$ cat src/rtl/adder_pkg.sv
// Shared definitions for the multi-word add/subtract sequencer.
package adder_pkg;

   typedef enum logic [1:0] {
      IDLE = 2'd0,
      RUN  = 2'd1,
      DONE = 2'd2
   } state_t;

   localparam int unsigned SLICE_W = 8;

   localparam logic OP_ADD = 1'b0;
   localparam logic OP_SUB = 1'b1;

endpackage

$ cat src/rtl/adder8.sv
// Shared 8-bit adder: carry_in both inverts b and injects the bit-0 carry.
module adder8 (
   input  logic [7:0] a,
   input  logic [7:0] b,
   input  logic       carry_in,
   output logic [7:0] sum,
   output logic       carry_out
);

   logic [8:0] total;

   assign total     = {1'b0, a} + {1'b0, b ^ {8{carry_in}}} + 9'(carry_in);
   assign sum       = total[7:0];
   assign carry_out = total[8];

endmodule

$ cat src/rtl/multiword_addsub_seq.sv
// Multi-precision add/subtract that walks WORDS byte slices LSB first through one adder8,
// chaining carry/borrow through a register.
module multiword_addsub_seq
   import adder_pkg::*;
#(
   parameter int unsigned WORDS = 4
) (
   input  logic                       clk,
   input  logic                       rst,
   input  logic                       start,
   input  logic                       sub,
   input  logic [WORDS*SLICE_W-1:0]   a,
   input  logic [WORDS*SLICE_W-1:0]   b,
   output logic                       busy,
   output logic                       done,
   output logic [WORDS*SLICE_W-1:0]   y,
   output logic                       carry_out,
   output logic                       overflow
);

   localparam int unsigned N     = WORDS * SLICE_W;
   localparam int unsigned IDX_W = (WORDS > 1) ? $clog2(WORDS) : 1;

   state_t             state;
   state_t             state_next;
   logic               accept_c;
   logic               last_c;

   logic [N-1:0]       a_q;
   logic [N-1:0]       b_q;
   logic               sub_q;
   logic               c;
   logic [IDX_W-1:0]   idx;

   logic [SLICE_W-1:0] ak_c;
   logic [SLICE_W-1:0] bk_c;
   logic [SLICE_W-1:0] beff_c;
   logic [SLICE_W-1:0] badj_c;
   logic [SLICE_W-1:0] sum_c;
   logic               cout_c;

   assign last_c = (idx == IDX_W'(WORDS - 1));

   // State register
   always_ff @(posedge clk) begin
      if (rst) state <= IDLE;
      else     state <= state_next;
   end

   // Next-state and accept decode; start is only honoured outside RUN
   always_comb begin
      state_next = state;
      accept_c   = 1'b0;
      case (state)
         IDLE: begin
            if (start) begin
               accept_c   = 1'b1;
               state_next = RUN;
            end
         end
         RUN: begin
            if (last_c) state_next = DONE;
         end
         DONE: begin
            if (start) begin
               accept_c   = 1'b1;
               state_next = RUN;
            end else begin
               state_next = IDLE;
            end
         end
         default: state_next = IDLE;
      endcase
   end

   // Slice select and pre-inversion: adder8 re-inverts by c, leaving b^sub plus carry c
   always_comb begin
      ak_c   = a_q[idx*SLICE_W +: SLICE_W];
      bk_c   = b_q[idx*SLICE_W +: SLICE_W];
      beff_c = bk_c ^ {SLICE_W{sub_q}};
      badj_c = bk_c ^ {SLICE_W{sub_q ^ c}};
   end

   adder8 u_adder8 (
      .a         (ak_c),
      .b         (badj_c),
      .carry_in  (c),
      .sum       (sum_c),
      .carry_out (cout_c)
   );

   // Operand latch, slice walk and registered outputs
   always_ff @(posedge clk) begin
      if (rst) begin
         a_q       <= '0;
         b_q       <= '0;
         sub_q     <= 1'b0;
         c         <= 1'b0;
         idx       <= '0;
         y         <= '0;
         carry_out <= 1'b0;
         overflow  <= 1'b0;
         busy      <= 1'b0;
         done      <= 1'b0;
      end else begin
         busy <= (state_next == RUN);
         done <= (state_next == DONE);
         if (accept_c) begin
            a_q       <= a;
            b_q       <= b;
            sub_q     <= sub;
            c         <= sub;
            idx       <= '0;
            y         <= '0;
            carry_out <= 1'b0;
            overflow  <= 1'b0;
         end else if (state == RUN) begin
            y[idx*SLICE_W +: SLICE_W] <= sum_c;
            c   <= cout_c;
            idx <= idx + IDX_W'(1);
            if (last_c) begin
               carry_out <= cout_c;
               overflow  <= (ak_c[SLICE_W-1] == beff_c[SLICE_W-1]) &&
                            (sum_c[SLICE_W-1] != ak_c[SLICE_W-1]);
            end
         end
      end
   end

endmodule

$ cat config.mk
export PLATFORM = sky130hd
export DESIGN_NAME = multiword_addsub_seq
export DESIGN_NICKNAME = d
export VERILOG_FILES = /design/src/rtl/adder_pkg.sv /design/src/rtl/adder8.sv /design/src/rtl/multiword_addsub_seq.sv
export SDC_FILE = /design/constraint.sdc
export NUM_CORES = 1
export LEC_CHECK = 0
export ABC_AREA = 0
export BUFFER_PORTS_ARGS = -buffer_cell sky130_fd_sc_hd__buf_4
export CAP_MARGIN = 0
export CORE_MARGIN = 2
export CORE_UTILIZATION = 54
export CTS_CLUSTER_DIAMETER = 80
export DETAILED_ROUTE_END_ITERATION = 10
export PLACE_DENSITY = 0.88
export SYNTH_ARGS = -nofsm -noshare
export SYNTH_HDL_FRONTEND = slang
export SYNTH_SLANG_ARGS = --single-unit
$ cat constraint.sdc
create_clock -name clk -period 4.55 [get_ports clk]
set_clock_uncertainty 0.1 [all_clocks]
set_input_delay 0.6825 -clock clk [delete_from_list [all_inputs] [get_ports clk]]
set_output_delay 0.6825 -clock clk [all_outputs]
set_load 0.02 [all_outputs]
==> Word-level counts from Yosys, hierarchy flattened <==
Cells that the tools add are included.
{ "classes": {"addsub": 4, "eq_ne": 7, "shifts": 4, "n_mux": 9, "bitwise_logic": 4, "n_reduce_logical": 6} }
{ "op_table": {"columns": ["op", "n"], "rows": [
  ["variable part select 32 x 6 -> 8 bit", 2],
  ["negator 5 -> 34 bit", 1],
  ["variable shift 8 x 34 -> 32 bit, first input constant", 1],
  ["variable part select 8 x 34 -> 32 bit", 1],
  ["bitwise mux 32 bit", 1],
  ["bitwise XOR 8 bit", 3],
  ["adder 8 x 8 -> 9 bit", 1],
  ["adder 9 x 1 -> 9 bit", 1],
  ["== test 2 bit, second input constant", 3],
  ["one-hot mux 2 bit (3 select lines)", 1],
  ["two-way mux 1 bit", 5],
  ["== test 2 x 1 -> 1 bit, second input constant", 2],
  ["two-way mux 2 bit", 2],
  ["OR reduction 2 bit", 2],
  ["adder 2 x 1 -> 2 bit, second input constant", 1],
  ["zero test 2 bit", 1],
  ["AND reduction 2 bit", 1],
  ["nonzero test 2 bit", 1],
  ["== test 1 bit", 1],
  ["logical AND 1 bit", 1],
  ["inequality test 1 bit", 1],
  ["bitwise XOR 1 bit", 1]
]} }
{ "totals": {"regBits": 106, "in_bits": 68, "output_inout_bits": 36, "elab_cells": 45} }

==> Longest topological paths before layout <==
{ "logic_depth": {"depth_word": 7, "mapped_depth": 12, "depth_no_buf": 11} }

==> Cells and area by module <==
From an unflattened synthesis, not the netlist that was laid out.
{ "hier_totals": {"cells_unflattened": 519, "hier_area_um2": 4636.9} }
{ "modules_own_cells": {"columns": ["mod", "n_inst", "cells_each", "area_each_um2", "seq_area_each_um2"], "rows": [
  ["multiword_addsub_seq", 1, 471, 4239.1, 2122.0],
  ["adder8", 1, 48, 397.9, 0.0]
]} }

==> Worst setup path after synthesis <==
Ideal clock, no wire load.
{ "synth_timing": {"path_kind": "register to register", "start": "register idx[0]", "end": "register overflow", "setup_time_ns": 0.122, "t_arrival_ns": 3.144, "t_required_ns": 4.328, "setup_slack_ns": 1.185, "stages_incl_launch_ff": 12, "n_path_buf": 2, "period_less_slack_ns": 3.365, "cell_sequence": "dfxtp_1 -> buf_6 -> buf_2 -> mux4_2 -> xor2_1 -> ha_1 -> a21o_1 -> a41oi_2 -> a2111oi_1 -> a311oi_4 -> mux2i_1 -> a21oi_1"} }
{ "synth_between": {"elab_chain_len": 7, "elab_cells_between_ends": 12, "cone_classes": "add/sub (2); eq/ne (3); shift (2); bitwise (3); reduce/logical (2)"} }
{ "synth_rtl": {"columns": ["item", "line", "rtl"], "rows": [
  ["start, declared", "multiword_addsub_seq.sv:33", "logic [IDX_W-1:0] idx;"],
  ["start signal, assigned", "multiword_addsub_seq.sv:120", "idx <= idx + IDX_W'(1);"],
  ["variable part select 32 x 6 -> 8 bit", "multiword_addsub_seq.sv:79", "bk_c = b_q[idx*SLICE_W +: SLICE_W];"],
  ["bitwise XOR 8 bit", "multiword_addsub_seq.sv:81", "badj_c = bk_c ^ {SLICE_W{sub_q ^ c}};"],
  ["bitwise XOR 8 bit", "adder8.sv:12", "assign total = {1'b0, a} + {1'b0, b ^ {8{carry_in}}} + 9'(carry_in);"],
  ["adder 8 x 8 -> 9 bit", "adder8.sv:12", null],
  ["adder 9 x 1 -> 9 bit", "adder8.sv:12", null],
  ["inequality test 1 bit", "multiword_addsub_seq.sv:124", "(sum_c[SLICE_W-1] != ak_c[SLICE_W-1]);"],
  ["logical AND 1 bit", "multiword_addsub_seq.sv:123", "overflow <= (ak_c[SLICE_W-1] == beff_c[SLICE_W-1]) &&"],
  ["end signal, assigned", "multiword_addsub_seq.sv:123", null],
  ["end, declared", "multiword_addsub_seq.sv:18", "output logic overflow"]
]} }
Parallel ways exist; a longest one is shown, timed or not.
A chain may end at the register's enable or synchronous reset.

==> Final worst setup path <==
{ "layout_timing": {"start": "register idx[0]", "end": "register y[6]"} }
{ "layout_between": {"elab_chain_len": 7, "elab_cells_between_ends": 10, "cone_classes": "add/sub (3); shift (4); mux (1); bitwise (2)"} }
{ "layout_rtl": {"columns": ["item", "line", "rtl"], "rows": [
  ["variable part select 32 x 6 -> 8 bit", "multiword_addsub_seq.sv:79", null],
  ["bitwise XOR 8 bit", "multiword_addsub_seq.sv:81", null],
  ["bitwise XOR 8 bit", "adder8.sv:12", null],
  ["adder 8 x 8 -> 9 bit", "adder8.sv:12", null],
  ["adder 9 x 1 -> 9 bit", "adder8.sv:12", null],
  ["variable part select 8 x 34 -> 32 bit", "multiword_addsub_seq.sv:118", "y[idx*SLICE_W +: SLICE_W] <= sum_c;"],
  ["bitwise mux 32 bit (*)", "multiword_addsub_seq.sv:118", null],
  ["end signal, assigned by index", "multiword_addsub_seq.sv:118", null],
  ["end, declared", "multiword_addsub_seq.sv:16", "output logic [WORDS*SLICE_W-1:0] y,"]
]} }
Every way passes the cells marked *; elsewhere a longest branch is shown, timed or not.

==> metrics.txt <==
Final Hold Fails=0; drt drc=0; clk slew on worst S/H paths=~0.10 ns; Hold Path Class=reg2reg; DP HPWL=7.94 mm; Final WS setup=~0.69 ns; post-synth top area share=46.6%; deepest clock path buffer count=2; Syn. warnings=0; H-tree depth=3; P_leak=around 2.3 nW; Startpoint Class=flop; CTS root buffer=clkbuf_8; Post-CTS Setup Repair Bufs=0; drt pass-1 iters=5; synth top area cells=dfxtp_1 47%, nand2_1 12%, a21oi_1 8.1%; gr ovfl total=0; Die X=around 96 um; drt first-iter violations=233; RSZ-0062 raised after global routing=no; first-pass GRT wire length=roughly 18 mm; Tcrit/Tclk final=around 85%; Core Region=slightly above 8000 um^2; register bit total from synthesis=106; Pwr per Cell Area=337 nW/um^2; maximum VDD drop=~0.22 mV; DIE AREA=around 9200 um^2; number of synthesized flops with an enable pin=0; outcome=finished, final reports clean; area occupied by multi-input gates=roughly 2300 um^2; Rel. slew slack=between 10% and 20%; Slew Limit Fails=0; Layout area overhead=21.8%; max-cap viol count=0; TritonCTS clock tree=yes; dpl ws=0.761 ns; FF/Latch Area=around 2100 um^2; IO buf count=between 100 and 150; hold path cells=2; post-cts sizing count=0; Cells after Synth=510; Worst setup EP type=flop; Slew @ Worst Pin=about 1.2 ns; FP Rows=33; Avg Cell Area, Syn=8.93 um^2; vias in the first global route=3721; Required @ worst endpoint=about 4.8 ns; final net count=roughly 680; Fmax=259 MHz; Seq/Total Area, Yosys=a little under half; WP data arrival=between 4 and 5 ns; dominant cell type by area after synthesis=dfxtp_1; number of CTS-inserted buffers=9; largest net degree at the start of global routing=74; cells on worst reg2reg path=11; top_reg_cell synth=dfxtp_1; Post-CTS Hold Buffers=0; CP max FO=15; Post-Syn Nets=roughly 600; final core occ=67.9%; initial antenna violation count=0; Crit. Startpoint=idx[0]$_SDFFE_PP0P_; Die Ht=roughly 96 um; WL final=11.1 mm; vias=3954; cell with the most instances after synthesis=nand2_1; DP Cell Count=690; layout cells sized above 1=about a quarter; routability congestion estimate=1.01; Hold Startpoint=b_q[31]$_SDFFE_PP0P_; Crit Path Category=reg2reg; Syn Std Cell Area=4550 um^2; Routed Antenna Nets=0; Initial Utilization=55.7%; worst r2r src=idx[0]$_SDFFE_PP0P_; Vias/cell=about 5.6; fin cells=roughly 710; total global-route track usage=25.1%; Synth top cells by count=140 x nand2_1, 106 x dfxtp_1, 74 x a21oi_1; fillers=650; Ports=between 100 and 150; Sink Count=roughly 110; diode count=0; setup TNS=0 ns; ys async rst share=0%; wire length per cell=about 16 um; Final min period=3.86 ns; clk_lat worst skew=between 0.3 and 0.4 ns; Final Setup Violations=0; library cells used by synthesis=39
==> final cells by class <==
class	count	share of cell area (%)
multi-input cells	365	41.1
flip-flops and latches	106	38.2
repair buffers	107	14.5
well taps	105	2.37
clock buffers	9	2.23
clock inverters	7	1.10
inverters	7	0.474
==> worst max-delay path, stage by stage, from the launching register on <==
cell	delay (ns)
dfxtp_1	0.68
buf_4	0.36
mux4_2	0.60
maj3_2	0.37
fa_1	0.41
a21o_1	0.19
a21oi_1	0.26
o21bai_1	0.10
a21oi_1	0.23
xnor2_1	0.23
a22oi_1	0.12
nor2_1	0.14
==> placed cells by master, fill, tap and decap left out, types with 2 or more instances in the layout <==
cell and instances:
nand2_1 140, buf_4 107, dfxtp_1 106, a21oi_1 74, nor2_1 34, a22oi_1 28
mux4_2 16, ha_1 13, clkbuf_8 9, xor2_1 8, inv_1 7, xnor2_1 6
nand3_1 4, o21ai_1 4, nand2b_1 3, nor2b_1 3, nor4_1 3, a21o_1 3
o2111ai_1 3, o21ai_0 3, o21bai_1 2, and2_1 2, clkinv_4 2, inv_8 2
==> final timing paths <==
| kind | end | slack, ns |
|---|---|---|
| worst max-delay path | y[6]$_SDFFE_PP0P_ | 0.69 |
| worst min-delay path | b_q[31]$_SDFFE_PP0P_ | 0.36 |
| worst max register to register | y[6]$_SDFFE_PP0P_ | 0.69 |
| worst min register to register | b_q[31]$_SDFFE_PP0P_ | 0.36 |
==> cells by family after synthesis <==
kind of cell / Yosys count / share of synthesized area [%]
AND/OR/NAND/NOR: 192 / 16.9
AO/OA/AOI/OAI: 125 / 17.2
flip-flops: 106 / 46.6
buffers and inverters: 39 / 3.54
multiplexers: 17 / 8.13
XOR/XNOR: 16 / 3.41
adder cells (fa/ha/maj): 15 / 4.26
==> metrics by stage <==
stage	power (W)	instance area (um^2)	hold WS, ns
2_1_floorplan	0.00122	4550	0.333
3_3_place_gp	0.00132	5360	0.341
3_5_place_dp	0.00133	5360	0.348
4_1_cts	0.00187	5550	0.362
5_1_grt	0.00194	5550	0.372
6_report	0.00187	5550	0.360
==> where the power goes <==
part | internal, W | leakage (nW) | switching, W
logic | 0.000132 | 1.30 | 0.000189
registers | 0.000968 | 0.865 | 0.0000273
clock network | 0.000210 | 0.0936 | 0.000344
total | 0.00131 | 2.26 | 0.000561
==> routing by layer <==
| metal | GRT usage (%) | wire length, um | vias to the layer above |
|---|---|---|---|
| met3 | 4.46 | 606 | 21 |
| met5 | 0 | 0 | - |
| li1 | - | - | 1915 |
| met2 | 43.5 | 5630 | 143 |
| met1 | 30.7 | 4600 | 1875 |
| met4 | 10.1 | 277 | 0 |
==> flip-flops by register name, indices dropped and copies added, names as in the netlist <==
| signal | flops |
|---|---|
| a_q | 32 |
| overflow | 1 |
| c | 1 |
| y | 32 |
| sub_q | 1 |
| done | 1 |
| carry_out | 1 |
| busy | 1 |
| b_q | 32 |
| state | 2 |
| idx | 2 |
No activity file was read; power rests on OpenSTA's default activity.
